$ cat src/rtl/dcr_bus_bridge_pkg.sv
// Shared definitions for the SATA port DCR bridge: FSM encoding and local
// register offsets of the port register block.
package dcr_bus_bridge_pkg;

    typedef enum logic [2:0] {
        IDLE    = 3'd0,
        WSTROBE = 3'd1,
        RWAIT   = 3'd2,
        ACK     = 3'd3,
        HOLD    = 3'd4
    } bridge_state_t;

    localparam logic [5:0] OFS_STATUS   = 6'h00;
    localparam logic [5:0] OFS_DMA_CTRL = 6'h04;
    localparam logic [5:0] OFS_DMA_ADDR = 6'h08;

endpackage

$ cat src/rtl/dcr_bus_bridge.sv
// Turns each selected DCR transfer into exactly one local register access,
// then acknowledges until the master drops its request.
//
// state   | meaning
// IDLE    | waiting for a selected, unambiguous read or write request
// WSTROBE | local write strobe asserted for this single cycle
// RWAIT   | counting down the local read latency
// ACK     | acknowledge (and read data) presented to the DCR master
// HOLD    | acknowledge held until the originating request drops
module dcr_bus_bridge
    import dcr_bus_bridge_pkg::*;
#(
    parameter logic [9:0]  C_DCR_BASEADDR = 10'h000,
    parameter int unsigned C_READ_LATENCY = 1
) (
    input  logic        sys_clk,
    input  logic        sys_rst,
    input  logic [9:0]  DCR_ABus,
    input  logic        DCR_Read,
    input  logic        DCR_Write,
    input  logic [31:0] DCR_DBus,
    output logic        Sl_dcrAck,
    output logic [31:0] Sl_dcrDBus,
    output logic [5:0]  address,
    output logic        write,
    output logic [31:0] writedata,
    input  logic [31:0] readdata
);

    localparam logic [2:0] LAT = 3'(C_READ_LATENCY);

    bridge_state_t state, next_state;
    logic [2:0]    cnt;
    logic          is_read;
    logic          sel;
    logic          req_live;
    logic          launch_wr;
    logic          launch_rd;

    assign sel      = (DCR_ABus[9:4] == C_DCR_BASEADDR[9:4]);
    assign req_live = is_read ? DCR_Read : DCR_Write;

    always_comb begin
        next_state = state;
        launch_wr  = 1'b0;
        launch_rd  = 1'b0;
        case (state)
            IDLE: begin
                // Read and write together is a protocol violation: ignored.
                if (sel && DCR_Write && !DCR_Read) begin
                    launch_wr  = 1'b1;
                    next_state = WSTROBE;
                end else if (sel && DCR_Read && !DCR_Write) begin
                    launch_rd  = 1'b1;
                    next_state = RWAIT;
                end
            end
            WSTROBE: next_state = ACK;
            RWAIT:   if (cnt == 3'd0) next_state = ACK;
            ACK:     next_state = req_live ? HOLD : IDLE;
            HOLD:    if (!req_live) next_state = IDLE;
            default: next_state = IDLE;
        endcase
    end

    always_ff @(posedge sys_clk) begin
        if (sys_rst) begin
            state      <= IDLE;
            cnt        <= 3'd0;
            is_read    <= 1'b0;
            address    <= 6'h00;
            writedata  <= 32'h0;
            write      <= 1'b0;
            Sl_dcrAck  <= 1'b0;
            Sl_dcrDBus <= 32'h0;
        end else begin
            state     <= next_state;
            write     <= (next_state == WSTROBE);
            Sl_dcrAck <= (next_state == ACK) || (next_state == HOLD);

            if (launch_wr) begin
                address   <= {DCR_ABus[3:0], 2'b00};
                writedata <= DCR_DBus;
                is_read   <= 1'b0;
            end else if (launch_rd) begin
                address <= {DCR_ABus[3:0], 2'b00};
                is_read <= 1'b1;
            end

            if (launch_rd)
                cnt <= LAT;
            else if (state == RWAIT && cnt != 3'd0)
                cnt <= cnt - 3'd1;

            // Data is non-zero only while acknowledging a read.
            if (state == RWAIT && cnt == 3'd0)
                Sl_dcrDBus <= readdata;
            else if (next_state == IDLE)
                Sl_dcrDBus <= 32'h0;
        end
    end

endmodule
$ cat config.mk
export PLATFORM = sky130hd
export DESIGN_NAME = dcr_bus_bridge
export DESIGN_NICKNAME = d
export VERILOG_FILES = /design/src/rtl/dcr_bus_bridge_pkg.sv /design/src/rtl/dcr_bus_bridge.sv
export SDC_FILE = /design/constraint.sdc
export NUM_CORES = 1
export LEC_CHECK = 0
export ABC_CLOCK_PERIOD_IN_PS = 5900
export CAP_MARGIN = 25
export CELL_PAD_IN_SITES_DETAIL_PLACEMENT = 0
export CELL_PAD_IN_SITES_GLOBAL_PLACEMENT = 2
export CORE_MARGIN = 2
export CORE_UTILIZATION = 25
export DETAILED_ROUTE_END_ITERATION = 8
export GPL_TIMING_DRIVEN = 1
export PLACE_DENSITY_LB_ADDON = 0.15
export SLEW_MARGIN = 5
export SYNTH_ARGS = -nofsm -noshare
export SYNTH_HDL_FRONTEND = slang
export SYNTH_SLANG_ARGS = --single-unit
export TNS_END_PERCENT = 5
$ cat constraint.sdc
create_clock -name sys_clk -period 5.9 [get_ports sys_clk]
set_input_delay 1.18 -clock sys_clk [delete_from_list [all_inputs] [get_ports sys_clk]]
set_output_delay 1.18 -clock sys_clk [all_outputs]
set_load 0.02 [all_outputs]
==> results.tsv, run 1 <==
stage	metric	value	unit
status	outcome	finished clean	
sta	layout_min_cycle_time	3.45	ns
run	timing.max_cap.violations	0	
sta	fmax	290	MHz
finish	antenna_cells	0	
pwr	p_leak	1.66	nW
place	port_buffers	147	
yosys	yosys_warnings	0	
sta	skew	0.00522	ns
route	drc	0	
place	hpwl	7.31	mm
cts	cts_num_sinks	77	
setup_path	reg2reg_slack	3.21	ns
setup_path	worstPathRequired	6.16	ns
setup_path	crit_arrival	3.71	ns
cts	cts_root_buffer	clkbuf_16	
route	ant_nets	0	
setup_path	worstPathCellList	clkdlybuf4s50_1 > or4_4 > o311ai_4 > buf_4 > nand2_1 > nor3b_1	
pwr	pwr_density_cell	261	nW/um2
route	wl_per_cell	15.5	um
sta	holdWs	0.453	ns
place	dpl_cell_area	5080	um2
pwr	peakVddDrop	0.130	mV
floorplanning	die_x	123	um
finish	num-fill-cells	1405	
cts	ctsResizeCount	0	
min_path	min_path_cells	2	
floorplanning	rows	43	
sta	rsz0062_at_grt	no	
cts	cts_tree	done	
global_route	grt_pass1_wl	17.9	mm
floorplanning	start_util	0.255	
min_path	worstHoldPathType	register to register	
floorplanning	die_h	123	um
route	via_per_inst	4.69	
global_route	antenna_found_initial	0	
setup_path	endpoint_kind	register	
yosys	synth_area_per_cell	8.13	um2
route	vias	3467	
setup_path	critPathLaunchType	input port	
finish	nets	635	
finish	final_cell_mix	clkdlybuf4s50_1 (146), nand2_1 (99), dfxtp_1 (77), inv_1 (36), a21oi_1 (35)	
sta	maxSlewHeadroom	0.318	
yosys	netlist_area	3520	um2
yosys	syn-instance-count	433	
cts	post_cts_buffers	0	
yosys	ys_types	35	
finish	layout-drive-gt1-share	0.0679	
yosys	synth_seq_cells	77	
sta	worst_pin_slew	1.02	ns
sta	hold_viol	0	
setup_path	cpPeakStageDelay	0.81	ns
route	first_iter_violations	233	
floorplanning	core_area	13800	um2
finish	final_common_cell	clkdlybuf4s50_1	
sta	finalSetupViolations	0	
cts	clk_latency	0.34	ns
setup_path	criticalPathCategory	input port to register	
min_path	whs_endpoint	writedata[30]	
cts	numCtsBuffers	9	
cts	clkTransAtPathRegs	0.06	ns
sta	min_period_over_period	0.585	
cts	clockBufferDepth	2	
yosys	ys_seq_area_frac	0.438	
route	wl	11.5	mm
finish	post-route-util	0.393	
sta	setup_tns	0	ns
cts	cts_hold_buf	0	
route	first_pass_iters	5	
cts	htreeDepth	3	
global_route	grt_pass1_vias	3410	
global_route	grt_util_all_layers	0.154	
finish	final_area	5430	um2
setup_path	r2r_end	Sl_dcrDBus[24]	
floorplanning	dieArea	15000	um2
setup_path	reg2reg_from	cnt[0]	
setup_path	reg2regPathDepth	7	
global_route	gr-total-overflow	0	
sta	slew_violations	0	
min_path	min_from	writedata[30]	
setup_path	critPathMaxFanout	18	
global_route	grt_start_max_net_pins	50	
place	gp_congestion	0.734	
floorplanning	io-pin-count	150	
setup_path	crit_path_top_delay_cell	o311ai_4	
finish	area_growth_syn_to_layout	54.3	%
==> power breakdown <==
group / leakage [nW] / switching, mW / internal [mW] / total [mW]
clock network: 0.165 / 0.224 / 0.424 / 0.648
logic: 0.877 / 0.134 / 0.0918 / 0.226
registers: 0.621 / 0.0118 / 0.533 / 0.544
total: 1.66 / 0.369 / 1.05 / 1.42
==> cells by family (layout without fill, tap and decap cells) <==
kind of cell,after synthesis,count (layout),synth area share
compound gates,139,139,0.270
simple gates,127,127,0.161
buf+inv,79,205,0.100
flops,77,77,0.438
mux,6,6,0.0178
fa+ha+maj,2,2,0.00711
xor+xnor,2,2,0.00498
other cells,1,2,0.00107
==> sequential cells by signal, summed over array words and instances, names as in the netlist <==
signal	count
writedata	32
Sl_dcrDBus	32
Sl_dcrAck	1
address	4
state	3
write	1
is_read	1
cnt	3
==> metrics by stage <==
stage,std cells,power (mW),worst slack [ns]
after floorplan,434,0.666,3.05
after global placement,724,0.783,2.15
after detailed placement,724,0.782,2.10
after CTS,740,1.45,2.47
after global routing,740,1.49,2.35
final,740,1.42,2.45
==> area by class of cell <==
type | count | area (um2) | share of cell area
flip-flops and latches | 77 | 1540 | 0.284
repair buffers | 153 | 1510 | 0.278
inverters | 36 | 135 | 0.0249
clock buffers | 10 | 239 | 0.0440
clock inverters | 6 | 110 | 0.0203
well taps | 180 | 225 | 0.0415
multi-input cells | 278 | 1670 | 0.307
==> metal layers <==
metal	global-route usage	share of wire	up-vias
met3	0.0567	0.064	8
met5	0	0	-
met1	0.187	0.45	1613
met4	0.0402	0.0095	0
li1	-	-	1742
met2	0.256	0.48	104
==> worst max path at each step <==
stage	from	to	slack (ns)	cells past startpoint
4_1_cts	DCR_ABus[5]	write	2.47	6
6_report	DCR_ABus[5]	write	2.45	6
3_5_place_dp	DCR_ABus[5]	write	2.10	6
5_1_grt	DCR_ABus[5]	write	2.35	6
3_3_place_gp	DCR_ABus[5]	write	2.15	6
2_1_floorplan	DCR_ABus[5]	writedata[0]	3.05	7
==> Yosys cell counts (all sizes together) <==
cell	n	area, um2
conb	1	3.75
xnor2	2	17.5
or2	1	6.26
nand3b	1	7.51
a21oi	37	185
o21ai	34	170
a2111oi	1	27.5
nand2	99	372
buf	14	109
and3b	1	8.76
mux2i	4	40.0
inv	36	135
a32oi	32	280
o31ai	1	12.5
nor3	2	10.0
o311ai	1	26.3
a21boi	1	7.51
nor2	9	33.8
nor2b	1	6.26
and3	1	6.26
a211oi	32	240
nand2b	4	25.0
nand4bb	1	11.3
clkbuf	29	109
ha	2	25.0
or4	3	33.8
dfxtp	77	1540
nor3b	2	20.0
nor4	2	27.5
mux2	2	22.5
==> critical path, delay by kind of cell <==
kind,cells,cell delay (ns)
buf+inv,2,0.79
simple gates,3,0.94
compound gates,1,0.81
(Power assumes the default switching activity.)
==> run 2: changes to the inputs <==
--- a/config.mk
+++ b/config.mk
@@ -5,12 +5,12 @@
 export SDC_FILE = /design/constraint.sdc
 export NUM_CORES = 1
 export LEC_CHECK = 0
-export ABC_CLOCK_PERIOD_IN_PS = 5900
+export ABC_CLOCK_PERIOD_IN_PS = 2950
 export CAP_MARGIN = 25
 export CELL_PAD_IN_SITES_DETAIL_PLACEMENT = 0
 export CELL_PAD_IN_SITES_GLOBAL_PLACEMENT = 2
 export CORE_MARGIN = 2
-export CORE_UTILIZATION = 25
+export CORE_UTILIZATION = 21
 export DETAILED_ROUTE_END_ITERATION = 8
 export GPL_TIMING_DRIVEN = 1
 export PLACE_DENSITY_LB_ADDON = 0.15
==> constraint.sdc (replaced) <==
create_clock -name sys_clk -period 2.95 [get_ports sys_clk]
set_input_delay 0.59 -clock sys_clk [delete_from_list [all_inputs] [get_ports sys_clk]]
set_output_delay 0.59 -clock sys_clk [all_outputs]
set_load 0.02 [all_outputs]
==> results.tsv, run 2 (same netlist as run 1, synthesis figures left out) <==
stage	metric	value	unit	change
status	outcome	finished clean		
route	drc	0		unchanged
finish	layout-drive-gt1-share	0.0777		+0.00988
floorplanning	die_x	133	um	+8.8%
place	dpl_cell_area	5210	um2	+2.5%
setup_path	r2r_end	Sl_dcrDBus[2]		
global_route	grt_util_all_layers	0.135		-0.0192
setup_path	critPathMaxFanout	32		+14
finish	multi_input_area	1670	um2	unchanged
setup_path	reg2regPathDepth	5		-2
route	vias	3495		+0.81%
sta	hold_viol	0		unchanged
route	ant_nets	0		unchanged
sta	finalSetupViolations	0		unchanged
cts	cts_hold_buf	0		unchanged
cts	clockBufferDepth	2		unchanged
sta	maxSlewHeadroom	0.321		+0.00363
run	timing.max_cap.violations	0		unchanged
cts	cts_tree	done		
route	wl_per_cell	15.2	um	-1.8%
sta	rsz0062_at_grt	no		
sta	min_period_over_period	0.811		
setup_path	reg2reg_slack	0.74	ns	-2.47 ns
place	hpwl	7.76	mm	+6.2%
finish	reg_top3	Sl_dcrDBus: 32 flops, writedata: 32 flops, address: 4 flops		
place	gp_congestion	0.713		-2.9%
route	first_iter_violations	128		-45%
sta	layout_min_cycle_time	2.39	ns	
cts	cts_num_sinks	77		unchanged
global_route	gr-total-overflow	0		unchanged
floorplanning	start_util	0.214		-0.0408
finish	seq_area	1540	um2	unchanged
global_route	grt_pass1_vias	3486		+2.2%
global_route	grt_pass1_wl	18.9	mm	+5.1%
floorplanning	dieArea	17800	um2	+18%
floorplanning	core_area	16500	um2	+19%
setup_path	reg2reg_from	state[2]		
pwr	pwr_density_cell	514	nW/um2	+97%
route	via_per_inst	4.45		-5.1%
finish	antenna_cells	0		unchanged
pwr	finalPower	2.85	mW	+100%
setup_path	crit_arrival	2.60	ns	-1.11 ns
setup_path	endpoint_kind	register		
finish	final_common_cell	clkdlybuf4s50_1		
pwr	p_leak	1.70	nW	+2.5%
setup_path	worstPathRequired	3.15	ns	-3.01 ns
route	first_pass_iters	5		unchanged
cts	numCtsBuffers	9		unchanged
cts	htreeDepth	3		unchanged
sta	fmax	418	MHz	
min_path	worstHoldPathType	register to register		
sta	setup_tns	0	ns	unchanged
finish	final_cell_mix	clkdlybuf4s50_1 (146), nand2_1 (99), dfxtp_1 (77), inv_1 (36), a21oi_1 (35)		
setup_path	critPathLaunchType	input port		
finish	area_growth_syn_to_layout	57.6	%	
pwr	peakVddDrop	0.315	mV	+140%
sta	worst_pin_slew	1.02	ns	-0.00543 ns
floorplanning	rows	47		+9.3%
place	port_buffers	147		unchanged
cts	ctsResizeCount	0		unchanged
cts	clk_latency	0.34	ns	about the same
global_route	grt_start_max_net_pins	52		+4.0%
setup_path	critical_path.endpoint	writedata[3]		
sta	slew_violations	0		unchanged
cts	cts_root_buffer	clkbuf_16		
finish	nets	642		+1.1%
floorplanning	io-pin-count	150		unchanged
route	wl	12.0	mm	+4.3%
place	dpl_worst_slack	0.195	ns	-1.91 ns
global_route	antenna_found_initial	0		unchanged
finish	num-fill-cells	1755		+25%
finish	final_area	5550	um2	+2.1%
sta	setup_slack	0.558	ns	-1.89 ns
floorplanning	die_h	133	um	+8.8%
cts	clkTransAtPathRegs	0.06	ns	about the same
setup_path	criticalPathCategory	input port to register		
setup_path	cp-startpoint	DCR_ABus[5]		
sta	skew	0.00438	ns	-0.000839 ns
cts	post_cts_buffers	0		unchanged
[run 2: report_power, final]
| group | leakage, nW | switching [mW] | internal, mW |
|---|---|---|---|
| clock network | 0.162 | 0.461 | 0.824 |
| logic | 0.921 | 0.275 | 0.203 |
| registers | 0.621 | 0.0235 | 1.06 |
| total | 1.70 | 0.759 | 2.09 |
[run 2: critical path: stages]
cell	delay (ns)
clkdlybuf4s50_1	0.40
or4_4	0.62
or4_4	0.76
nand2_1	0.15
a21oi_1	0.07
[run 2: cell type report]
| cell class | instances | area share |
|---|---|---|
| multi-input combinational | 278 | 0.301 |
| inverter | 36 | 0.0244 |
| tap | 220 | 0.0496 |
| clock inverter | 6 | 0.0201 |
| clock buffer | 9 | 0.0406 |
| sequential | 77 | 0.278 |
| timing repair buffer | 160 | 0.286 |
[run 2: worst min path at each step]
stage	from	to	slack [ns]	depth (start not counted)
2_1_floorplan	is_read	is_read	0.47	2
3_3_place_gp	writedata[28]	writedata[28]	0.44	2
3_5_place_dp	writedata[5]	writedata[5]	0.45	2
4_1_cts	writedata[5]	writedata[5]	0.46	2
5_1_grt	writedata[14]	writedata[14]	0.47	2
6_report	writedata[5]	writedata[5]	0.45	2
[run 2: routing by layer]
| metal | part of all wire | track usage | up-vias |
|---|---|---|---|
| met5 | 0 | 0 | - |
| met4 | 0.014 | 0.0491 | 0 |
| met3 | 0.054 | 0.0381 | 13 |
| met2 | 0.46 | 0.219 | 96 |
| met1 | 0.47 | 0.171 | 1631 |
| li1 | - | - | 1755 |
[run 2: metrics by stage]
stage | utilization | hold slack (ns) | instances
floorplan | - | 0.473 | 434
global placement | 0.316 | 0.440 | 771
detailed placement | 0.316 | 0.446 | 771
CTS | 0.337 | 0.455 | 786
global route | 0.337 | 0.467 | 786
finish | 0.337 | 0.454 | 786
==> run 3: changes to the inputs <==
--- a/config.mk
+++ b/config.mk
@@ -5,12 +5,12 @@
 export SDC_FILE = /design/constraint.sdc
 export NUM_CORES = 1
 export LEC_CHECK = 0
-export ABC_CLOCK_PERIOD_IN_PS = 2950
+export ABC_CLOCK_PERIOD_IN_PS = 2300
 export CAP_MARGIN = 25
 export CELL_PAD_IN_SITES_DETAIL_PLACEMENT = 0
 export CELL_PAD_IN_SITES_GLOBAL_PLACEMENT = 2
 export CORE_MARGIN = 2
-export CORE_UTILIZATION = 21
+export CORE_UTILIZATION = 23
 export DETAILED_ROUTE_END_ITERATION = 8
 export GPL_TIMING_DRIVEN = 1
 export PLACE_DENSITY_LB_ADDON = 0.15
==> constraint.sdc (replaced) <==
create_clock -name sys_clk -period 2.3 [get_ports sys_clk]
set_input_delay 0.46 -clock sys_clk [delete_from_list [all_inputs] [get_ports sys_clk]]
set_output_delay 0.46 -clock sys_clk [all_outputs]
set_load 0.02 [all_outputs]
==> results.tsv, run 3 (same netlist as run 1, synthesis figures left out) <==
stage	metric	value	unit	change
setup_path	critPathLaunchType	input port		
floorplanning	start_util	0.233		+0.0195
route	ant_nets	0		unchanged
global_route	grt_pass1_vias	3529		+1.2%
pwr	peakVddDrop	0.347	mV	+10%
route	first_iter_violations	179		+40%
sta	min_period_over_period	0.958		
cts	ctsResizeCount	0		unchanged
setup_path	worstPathRequired	2.50	ns	-0.65 ns
finish	antenna_cells	0		unchanged
finish	nets	654		+1.9%
route	drc	0		unchanged
floorplanning	dieArea	16300	um2	-8.4%
sta	skew	0.00914	ns	+0.00476 ns
finish	num-fill-cells	1581		-9.9%
min_path	worstHoldPathType	register to register		
cts	clockBufferDepth	2		unchanged
global_route	antenna_found_initial	0		unchanged
status	outcome	finished clean		
setup_path	crit_arrival	2.41	ns	-0.19 ns
sta	worst_pin_slew	0.651	ns	-0.365 ns
finish	final_cell_mix	clkdlybuf4s50_1 (146), nand2_1 (99), dfxtp_1 (77), inv_1 (36), a21oi_1 (35)		
run	timing.max_cap.violations	0		unchanged
floorplanning	die_h	128	um	-4.3%
finish	final_common_cell	clkdlybuf4s50_1		
cts	post_cts_buffers	0		unchanged
pwr	pwr_density_cell	645	nW/um2	+26%
pwr	p_leak	1.77	nW	+3.7%
finish	area_growth_syn_to_layout	59.4	%	
setup_path	worstPathCellList	clkdlybuf4s50_1 > or4_4 > or4_4 > nand2_1 > a21oi_1		
finish	post-route-util	0.372		+0.0350
floorplanning	io-pin-count	150		unchanged
finish	seq_area	1540	um2	unchanged
cts	numCtsBuffers	9		unchanged
sta	layout_min_cycle_time	2.20	ns	
floorplanning	core_area	15100	um2	-8.4%
sta	fmax	454	MHz	
floorplanning	die_x	128	um	-4.3%
cts	cts_hold_buf	0		unchanged
global_route	grt_pass1_wl	18.4	mm	-2.5%
setup_path	criticalPathCategory	input port to register		
route	via_per_inst	4.64		+4.4%
sta	maxSlewHeadroom	0.566		+0.245
route	wl	11.8	mm	-1.4%
sta	hold_viol	0		unchanged
cts	cts_root_buffer	clkbuf_16		
setup_path	critPathMaxFanout	32		unchanged
route	vias	3559		+1.8%
cts	clk_latency	0.34	ns	about the same
cts	htreeDepth	3		unchanged
cts	cts_tree	done		
sta	holdWs	0.451	ns	-0.00232 ns
global_route	grt_util_all_layers	0.144		+0.00892
setup_path	endpoint_kind	register		
setup_path	cpPeakStageDelay	0.74	ns	-0.02 ns
route	first_pass_iters	4		-1
global_route	grt_start_max_net_pins	47		-9.6%
place	hpwl	8.02	mm	+3.3%
finish	multi_input_area	1670	um2	unchanged
cts	cts_num_sinks	77		unchanged
global_route	gr-total-overflow	0		unchanged
finish	layout-drive-gt1-share	0.0967		+0.0190
route	wl_per_cell	15.4	um	+1.0%
sta	slew_violations	0		unchanged
finish	reg_top3	Sl_dcrDBus: 32 flops, writedata: 32 flops, address: 4 flops		
sta	rsz0062_at_grt	no		
sta	finalSetupViolations	0		unchanged
floorplanning	rows	45		-4.3%
setup_path	cpMostUsedCell	or4_4		
place	port_buffers	147		unchanged
setup_path	crit_path_top_delay_cell	or4_4		
cts	clkTransAtPathRegs	0.06	ns	about the same
place	gp_congestion	0.726		+1.8%
## run 3: final cells by class
type                            count  area share
Timing Repair Buffer              172       0.304
Multi-Input combinational cell    278       0.298
Sequential cell                    77       0.275
Clock buffer                       12      0.0457
Tap cell                          188      0.0419
Inverter                           36      0.0241
Clock inverter                      4      0.0125
## run 3: critical path: cells and delay by family
family | cells | cell delay [ns]
AND/OR/NAND/NOR | 3 | 1.46
AO/OA/AOI/OAI | 1 | 0.07
buffers and inverters | 1 | 0.40
## run 3: per-layer routing
layer,global-route usage,share of wire,vias up
met5,0,0,-
met1,0.172,0.46,1679
li1,-,-,1780
met2,0.244,0.48,93
met3,0.0518,0.054,7
met4,0.0394,0.0096,0
## run 3: path summary, 6_finish.rpt
check,from,endpoint,slack [ns],cells after the start
hold reg to reg,writedata[27],writedata[27],0.45,2
setup reg to reg,state[0],writedata[5],0.27,4
setup / recovery,DCR_ABus[5],writedata[5],0.1,5
hold / removal,writedata[27],writedata[27],0.45,2
## run 3: metrics by stage
step	power (mW)	setup TNS (ns)	instance area [um2]	std cells	setup WS (ns)
final	3.62	0	5610	767	0.0963
after global routing	3.76	0	5610	767	0.0193
after CTS	3.67	0	5610	767	0.107
after detailed placement	2.08	-15.68	5290	751	-0.263
after global placement	2.09	-15.06	5290	751	-0.254
after floorplan	1.71	0	3520	434	0.171
## run 3: where the power goes
part	leakage (nW)	switching (mW)	internal, mW
combinational	0.983	0.359	0.298
sequential	0.621	0.0273	1.37
clock	0.163	0.565	1.01
total	1.77	0.951	2.67
